**config.mk**
```make
export PLATFORM = sky130hd
export DESIGN_NAME = trackball_quad
export DESIGN_NICKNAME = d
export VERILOG_FILES = /design/src/rtl/trackball_pkg.sv /design/src/rtl/trackball_axis.sv /design/src/rtl/trackball_quad.sv
export SDC_FILE = /design/constraint.sdc
export NUM_CORES = 1
export LEC_CHECK = 0
export BUFFER_PORTS_ARGS = -buffer_cell sky130_fd_sc_hd__buf_2
export CORE_ASPECT_RATIO = 1.25
export CORE_UTILIZATION = 40
export DETAILED_ROUTE_END_ITERATION = 6
export GPL_TIMING_DRIVEN = 0
export MAX_ROUTING_LAYER = met4
export PLACE_DENSITY = 0.7
export SYNTH_ARGS = -nofsm -noshare
export SYNTH_HDL_FRONTEND = slang
export SYNTH_SLANG_ARGS = --single-unit
export TNS_END_PERCENT = 100
```
**constraint.sdc**
```tcl
create_clock -name clk -period 7.89 [get_ports clk]
set_input_delay 1.1835 -clock clk [delete_from_list [all_inputs] [get_ports clk]]
set_output_delay 1.1835 -clock clk [all_outputs]
set_load 0.005 [all_outputs]
```
**src/rtl/trackball_pkg.sv**
```systemverilog
// Shared definitions for the trackball quadrature emulator: speed codes,
// Gray phase table, saturating add and backlog-dependent step period.
package trackball_pkg;

  localparam logic [1:0] SPEED_QUARTER = 2'd0;
  localparam logic [1:0] SPEED_HALF    = 2'd1;
  localparam logic [1:0] SPEED_X1      = 2'd2;
  localparam logic [1:0] SPEED_X2      = 2'd3;

  // (A,B) per phase index; a positive step walks the table upward
  localparam logic [1:0] GRAY_PHASE [4] = '{2'b00, 2'b10, 2'b11, 2'b01};

  typedef struct packed {
    logic signed [31:0] sum;
    logic               ovf;
  } sat_t;

  function automatic sat_t sat_add(input int a, input int b, input int unsigned acc_w);
    int   lim;
    int   s;
    sat_t r;
    lim   = (1 << (acc_w - 1)) - 1;
    s     = a + b;
    r.ovf = 1'b1;
    if (s > lim) begin
      r.sum = lim;
    end else if (s < -lim) begin
      r.sum = -lim;
    end else begin
      r.sum = s;
      r.ovf = 1'b0;
    end
    return r;
  endfunction

  function automatic int unsigned period(input int unsigned mag, input int unsigned pmin,
                                         input int unsigned shift);
    int unsigned clip;
    clip = (mag > 255) ? 255 : mag;
    return pmin + ((255 - clip) << shift);
  endfunction

endpackage

```
**src/rtl/trackball_axis.sv**
```systemverilog
// One trackball axis: saturating pending-count accumulator, backlog-scaled
// step timer, quadrature phase and legacy dir/step_clk outputs.
module trackball_axis
  import trackball_pkg::*;
#(
  parameter int unsigned ACC_W        = 12,
  parameter int unsigned PERIOD_W     = 16,
  parameter int unsigned PERIOD_MIN   = 3000,
  parameter int unsigned PERIOD_SHIFT = 4
) (
  input  logic                clk,
  input  logic                reset,
  input  logic                delta_valid,
  input  logic signed [ACC_W:0] scaled,
  input  logic                ovf_clr,
  output logic                quad_a,
  output logic                quad_b,
  output logic                dir,
  output logic                step_clk,
  output logic                busy,
  output logic                ovf
);

  logic signed [ACC_W-1:0] acc;
  logic signed [ACC_W-1:0] acc_next;
  logic [PERIOD_W-1:0]     cnt;
  logic [PERIOD_W-1:0]     cnt_next;
  logic [PERIOD_W-1:0]     period_cyc;
  logic [1:0]              phase;
  logic                    step;
  logic                    step_neg;
  logic                    clip;
  int                      acc_i;
  int                      adj;
  int unsigned             mag;
  sat_t                    sum;

  // A step and a new delta landing in the same cycle fold into one saturating add
  always_comb begin
    acc_i      = int'(acc);
    mag        = unsigned'((acc_i < 0) ? -acc_i : acc_i);
    period_cyc = PERIOD_W'(period(mag, PERIOD_MIN, PERIOD_SHIFT));
    step       = (acc != '0) && (cnt >= period_cyc);
    step_neg   = acc[ACC_W-1];
    adj        = step ? (step_neg ? 1 : -1) : 0;
    sum        = sat_add(acc_i + adj, delta_valid ? int'(scaled) : 0, ACC_W);
    acc_next   = ACC_W'(sum.sum);
    clip       = delta_valid && sum.ovf;
    cnt_next   = ((acc == '0) || step) ? '0 : cnt + PERIOD_W'(1);
  end

  always_ff @(posedge clk or posedge reset) begin
    if (reset) begin
      acc      <= '0;
      cnt      <= '0;
      phase    <= '0;
      dir      <= 1'b0;
      step_clk <= 1'b0;
      ovf      <= 1'b0;
    end else begin
      acc <= acc_next;
      cnt <= cnt_next;
      if (ovf_clr) begin
        ovf <= 1'b0;
      end else if (clip) begin
        ovf <= 1'b1;
      end
      if (step) begin
        phase    <= step_neg ? phase - 2'd1 : phase + 2'd1;
        dir      <= step_neg;
        step_clk <= ~step_clk;
      end
    end
  end

  assign quad_a = GRAY_PHASE[phase][1];
  assign quad_b = GRAY_PHASE[phase][0];
  assign busy   = (acc != '0);

endmodule

```
**src/rtl/trackball_quad.sv**
```systemverilog
// Multi-axis trackball emulator top: slices and scales signed deltas per
// axis, applies per-axis flip, and fans out to one trackball_axis per axis.
module trackball_quad
  import trackball_pkg::*;
#(
  parameter int unsigned AXES         = 2,
  parameter int unsigned DELTA_W      = 8,
  parameter int unsigned ACC_W        = 12,
  parameter int unsigned PERIOD_W     = 16,
  parameter int unsigned PERIOD_MIN   = 3000,
  parameter int unsigned PERIOD_SHIFT = 4
) (
  input  logic                    clk,
  input  logic                    reset,
  input  logic                    delta_valid,
  input  logic [AXES*DELTA_W-1:0] delta,
  input  logic [1:0]              speed,
  input  logic [AXES-1:0]         flip,
  input  logic                    ovf_clr,
  output logic [AXES-1:0]         quad_a,
  output logic [AXES-1:0]         quad_b,
  output logic [AXES-1:0]         dir,
  output logic [AXES-1:0]         step_clk,
  output logic [AXES-1:0]         busy,
  output logic [AXES-1:0]         ovf
);

  logic signed [ACC_W:0]   scaled [AXES];
  logic signed [DELTA_W-1:0] d;
  logic [ACC_W:0]          mag;
  logic [ACC_W:0]          sh;
  int                      v;

  // Scale the magnitude and reapply the sign so rounding is toward zero
  always_comb begin
    d   = '0;
    mag = '0;
    sh  = '0;
    v   = 0;
    for (int unsigned i = 0; i < AXES; i++) begin
      d   = delta[i*DELTA_W +: DELTA_W];
      mag = d[DELTA_W-1] ? (ACC_W+1)'(-int'(d)) : (ACC_W+1)'(int'(d));
      unique case (speed)
        SPEED_QUARTER: sh = mag >> 2;
        SPEED_HALF:    sh = mag >> 1;
        SPEED_X1:      sh = mag;
        default:       sh = mag << 1;
      endcase
      v = d[DELTA_W-1] ? -int'(sh) : int'(sh);
      if (flip[i]) begin
        v = -v;
      end
      scaled[i] = (ACC_W+1)'(v);
    end
  end

  for (genvar g = 0; g < AXES; g++) begin : g_axis
    trackball_axis #(
      .ACC_W       (ACC_W),
      .PERIOD_W    (PERIOD_W),
      .PERIOD_MIN  (PERIOD_MIN),
      .PERIOD_SHIFT(PERIOD_SHIFT)
    ) u_axis (
      .clk        (clk),
      .reset      (reset),
      .delta_valid(delta_valid),
      .scaled     (scaled[g]),
      .ovf_clr    (ovf_clr),
      .quad_a     (quad_a[g]),
      .quad_b     (quad_b[g]),
      .dir        (dir[g]),
      .step_clk   (step_clk[g]),
      .busy       (busy[g]),
      .ovf        (ovf[g])
    );
  end

endmodule
```
==> metrics.md <==
| Metric | Value |
|---|---|
| Final Hold Vio Count | 0 |
| Pwr dens | 286 mW/mm^2 |
| Worst hold-check path type | reg -> reg |
| Synth Cell Area | 0.00903 sq mm |
| FF-to-FF Start | g_axis[0].u_axis.acc[0] |
| CP endpoint kind | flip-flop |
| R2R cell count | 38 |
| I/O pins | 36 |
| R2R setup slack | -0.1 ns |
| Mean Syn Cell Area | 8.24 sq um |
| Fillcell total | 2,084 |
| Worst Clk Skew | 0.00650 ns |
| Synth area leaders | dfrtp_1 18%, ha_1 9.1%, fa_1 7.5% |
| Grt total ovfl | 0 |
| Post-route setup slack | -0.0957 ns |
| Combinational share of power | 69.6% |
| Worst hold stages | 1 |
| Switch share | 48.0% |
| Final nets | 1,326 |
| Wirelength per Cell | 13.9 microns |
| DRT iter0 DRCs | 266 |
| Clk Latency, worst-skew pair | 0.33 ns |
| Initial antenna violation count | 2 |
| Die Wd | 136 microns |
| Initial Util | 40.7% |
| Seq pwr share | 18.6% |
| Fraction of layout cells with a size suffix above 1 | 20.2% |
| Post-synth EDFFs | 0 |
| Post-route insts no fill | 1,491 |
| Top FF cell, synth | dfrtp_1 |
| Largest net degree at the start of global routing | 36 |
| CP Max Fanout | 5 |
| DRT Pass-1 Iters | 5 |
| Slowest cell on the critical path | fa_1 |
| CTS sink cnt | 66 |
| Row Count | 61 |
| Gpl congestion | 0.838 |
| First-pass GRT wire length | 35,100 microns |
| Dpl cells | 1,418 |
| CTS Buffer Depth | 2 |
| Leakage power | 5.07 nW |
| Max H-tree Level | 3 |
| Total negative slack | -0.839 ns |
| Worst Setup Start Kind | flip-flop |
| Worst-margin pin slew | 0.827 ns |
| Core outline area | 0.0222 sq mm |
| CTS tree | done |
| Worst rel slew slack | 44.4% |
| Post-synthesis sequential area ratio | 18.3% |
| Vias | 7,995 |
| Worst-path clk slew | 0.05 ns |
| Detailed-route wire length | 20,800 microns |
| Yosys cell types | 103 |
| Post-DP HPWL | 15,700 microns |
| Synth top area share | 18.3% |
| Clock period minus worst slack | 7.99 ns |
| DRC | 0 |
| Via/cell ratio | 5.36 |
| Internal power | 1.60 mW |
| I/O Buffers | 30 |
| WHS | 0.477 ns |
| CTS Hold Bufs | 0 |
| Pre-CTS setup slack | -1.10 ns |
| Setup violators final | 14 |
| Area leader, netlist | dfrtp_1 |
| Die area | 0.0232 sq mm |
| Asr flop ratio synth | 100% |
| Vias in the first global route | 7,707 |
| Status | finished with violations |
| Period utilization | 101% |
| Worst vdd ir | 201 uV |
| CP dominant cell by count | a21o_1 |
| Reg2reg end | g_axis[0].u_axis.acc[3] |
| Yosys warnings | 0 |
| Violated checks | setup timing |
| P_sw | 1.48 mW |
| Fmax | 125 MHz |
| #FFs+latches synth | 66 |
| CP peak stage delay | 0.53 ns |
| Max cap viols | 0 |
| RSZ-0062 raised after global routing | yes |
| Final Util | 48.5% |
| Inserted Clock Buffers | 9 |
| Hold Path Sink | g_axis[1].u_axis.step_clk |
| Root Driver | clkbuf_16 |
| HP Start | g_axis[1].u_axis.step_clk |
| Chip Height | 170 microns |
| GRT Util Overall | 18.9% |
| Crit Path Class | reg -> reg |
| Clock network fraction of design power | 11.8% |
| WP data arrival | 8.21 ns |
| Post-synth top cells | 127 x nor2_1, 79 x inv_1, 66 x dfrtp_1, 66 x ha_1, 60 x nand2_1 |
| Critical path data required time | 8.11 ns |
| Post-Synthesis Cells | 1,096 |
| Routed Antenna Nets | 0 |
| Most frequent cell after synthesis | nor2_1 |
| Pins Over Slew Limit | 0 |
| P&R area growth vs syn | 19.2% |
-- layout make-up --
class,instances,area (sq um),area share (%)
diodes,2,5.00,0.0465
plain buffers,51,299,2.78
clock buffers,12,256,2.38
clock inverters,3,15.0,0.139
inverters,82,315,2.93
multi-input cells,905,7270,67.5
flip-flops and latches,66,1660,15.4
well taps,283,354,3.29
repair buffers,87,596,5.53
-- layer usage --
| layer | track usage, % | wire, microns | vias up |
|---|---|---|---|
| li1 | - | - | 4069 |
| met1 | 22.4 | 9250 | 3778 |
| met2 | 33.5 | 10600 | 120 |
| met3 | 1.85 | 549 | 28 |
| met4 | 5.36 | 422 | 0 |
| met5 | - | 0 | - |
-- sequential cells by signal, indices dropped and copies added, names as in the netlist --
signal and flops:
g_axis.u_axis.ovf 2, g_axis.u_axis.step_clk 2, g_axis.u_axis.cnt 32, g_axis.u_axis.acc 24, g_axis.u_axis.dir 2, g_axis.u_axis.phase 4
-- logic make-up after synthesis --
| family | count (synthesis) | share of synthesized area, % |
|---|---|---|
| buffers and inverters | 134 | 6.73 |
| DFF | 66 | 18.3 |
| xor gates and xnor gates | 102 | 9.89 |
| adders and majority gates | 100 | 16.7 |
| muxes | 28 | 3.13 |
| other | 2 | 0.0831 |
| AOI/OAI and AO/OA | 261 | 21.8 |
| and+or+nand+nor | 403 | 23.4 |
-- cells in the final DEF, fill, tap and decap left out, types with 6 or more instances in the layout --
cell type  count
and3_1        18
o21ai_0       30
buf_4         67
nor2_2         6
nand2b_1      21
dfrtp_2        6
clkbuf_1      23
nor2_1       119
o211ai_1      10
or3_1         11
o21ai_1        9
dfrtp_1       60
xnor2_1       50
clkbuf_16      9
nand2_1       60
mux2i_1       26
nand3b_1       7
buf_6          8
buf_2         38
o41ai_1        6
ha_1          62
inv_1         75
nand3_1       33
o21a_1         8
xor2_1        51
nor2b_1       23
a21oi_1       50
nand4_1       11
conb_1        10
fa_1          31
nor3_1        22
a21o_1        43
and2_1        10
nor4_1         6
-- metrics by stage --
stage	power, mW	instance area, sq um
finish	3.08	10800
global route	3.38	10800
CTS	2.98	10600
detailed placement	2.41	9680
global placement	2.35	9660
floorplan	2.06	9150
-- what timing repair did --
item,CTS,global route
buffers inserted,43,12
pin swaps,59,47
resized for setup,63,26
setup endpoints to repair,25,24
gates cloned,2,0
-- worst max-delay path by stage --
stage | slack [ns] | depth (start not counted) | from | to
after CTS | -0.10 | 36 | g_axis[0].u_axis.acc[1] | g_axis[0].u_axis.ovf
after global placement | -0.98 | 35 | g_axis[1].u_axis.acc[2] | g_axis[1].u_axis.ovf
after detailed placement | -1.10 | 35 | g_axis[1].u_axis.acc[2] | g_axis[1].u_axis.acc[0]
after global routing | -0.48 | 38 | g_axis[0].u_axis.acc[0] | g_axis[0].u_axis.acc[3]
after floorplan | 0.0005 | 33 | g_axis[1].u_axis.acc[4] | g_axis[1].u_axis.acc[0]
final | -0.1 | 38 | g_axis[0].u_axis.acc[0] | g_axis[0].u_axis.acc[3]
-- worst max-delay path: cells and delay by family (launching register included) --
kind | cells | cell delay (ns)
AO/OA/AOI/OAI | 16 | 2.69
adder cells (fa/ha/maj) | 6 | 1.93
buffers and inverters | 3 | 0.42
flip-flops | 1 | 0.41
AND/OR/NAND/NOR | 13 | 2.45
-- power groups by stage --
stage | Combinational [mW] | Clock, mW | Sequential (mW)
finish | 2.14 | 0.364 | 0.572
global route | 2.40 | 0.385 | 0.593
CTS | 2.04 | 0.368 | 0.570
detailed placement | 1.83 | 0 | 0.580
global placement | 1.77 | 0 | 0.577
floorplan | 1.52 | 0 | 0.544
Note: power is estimated with default switching activity, not from simulation.
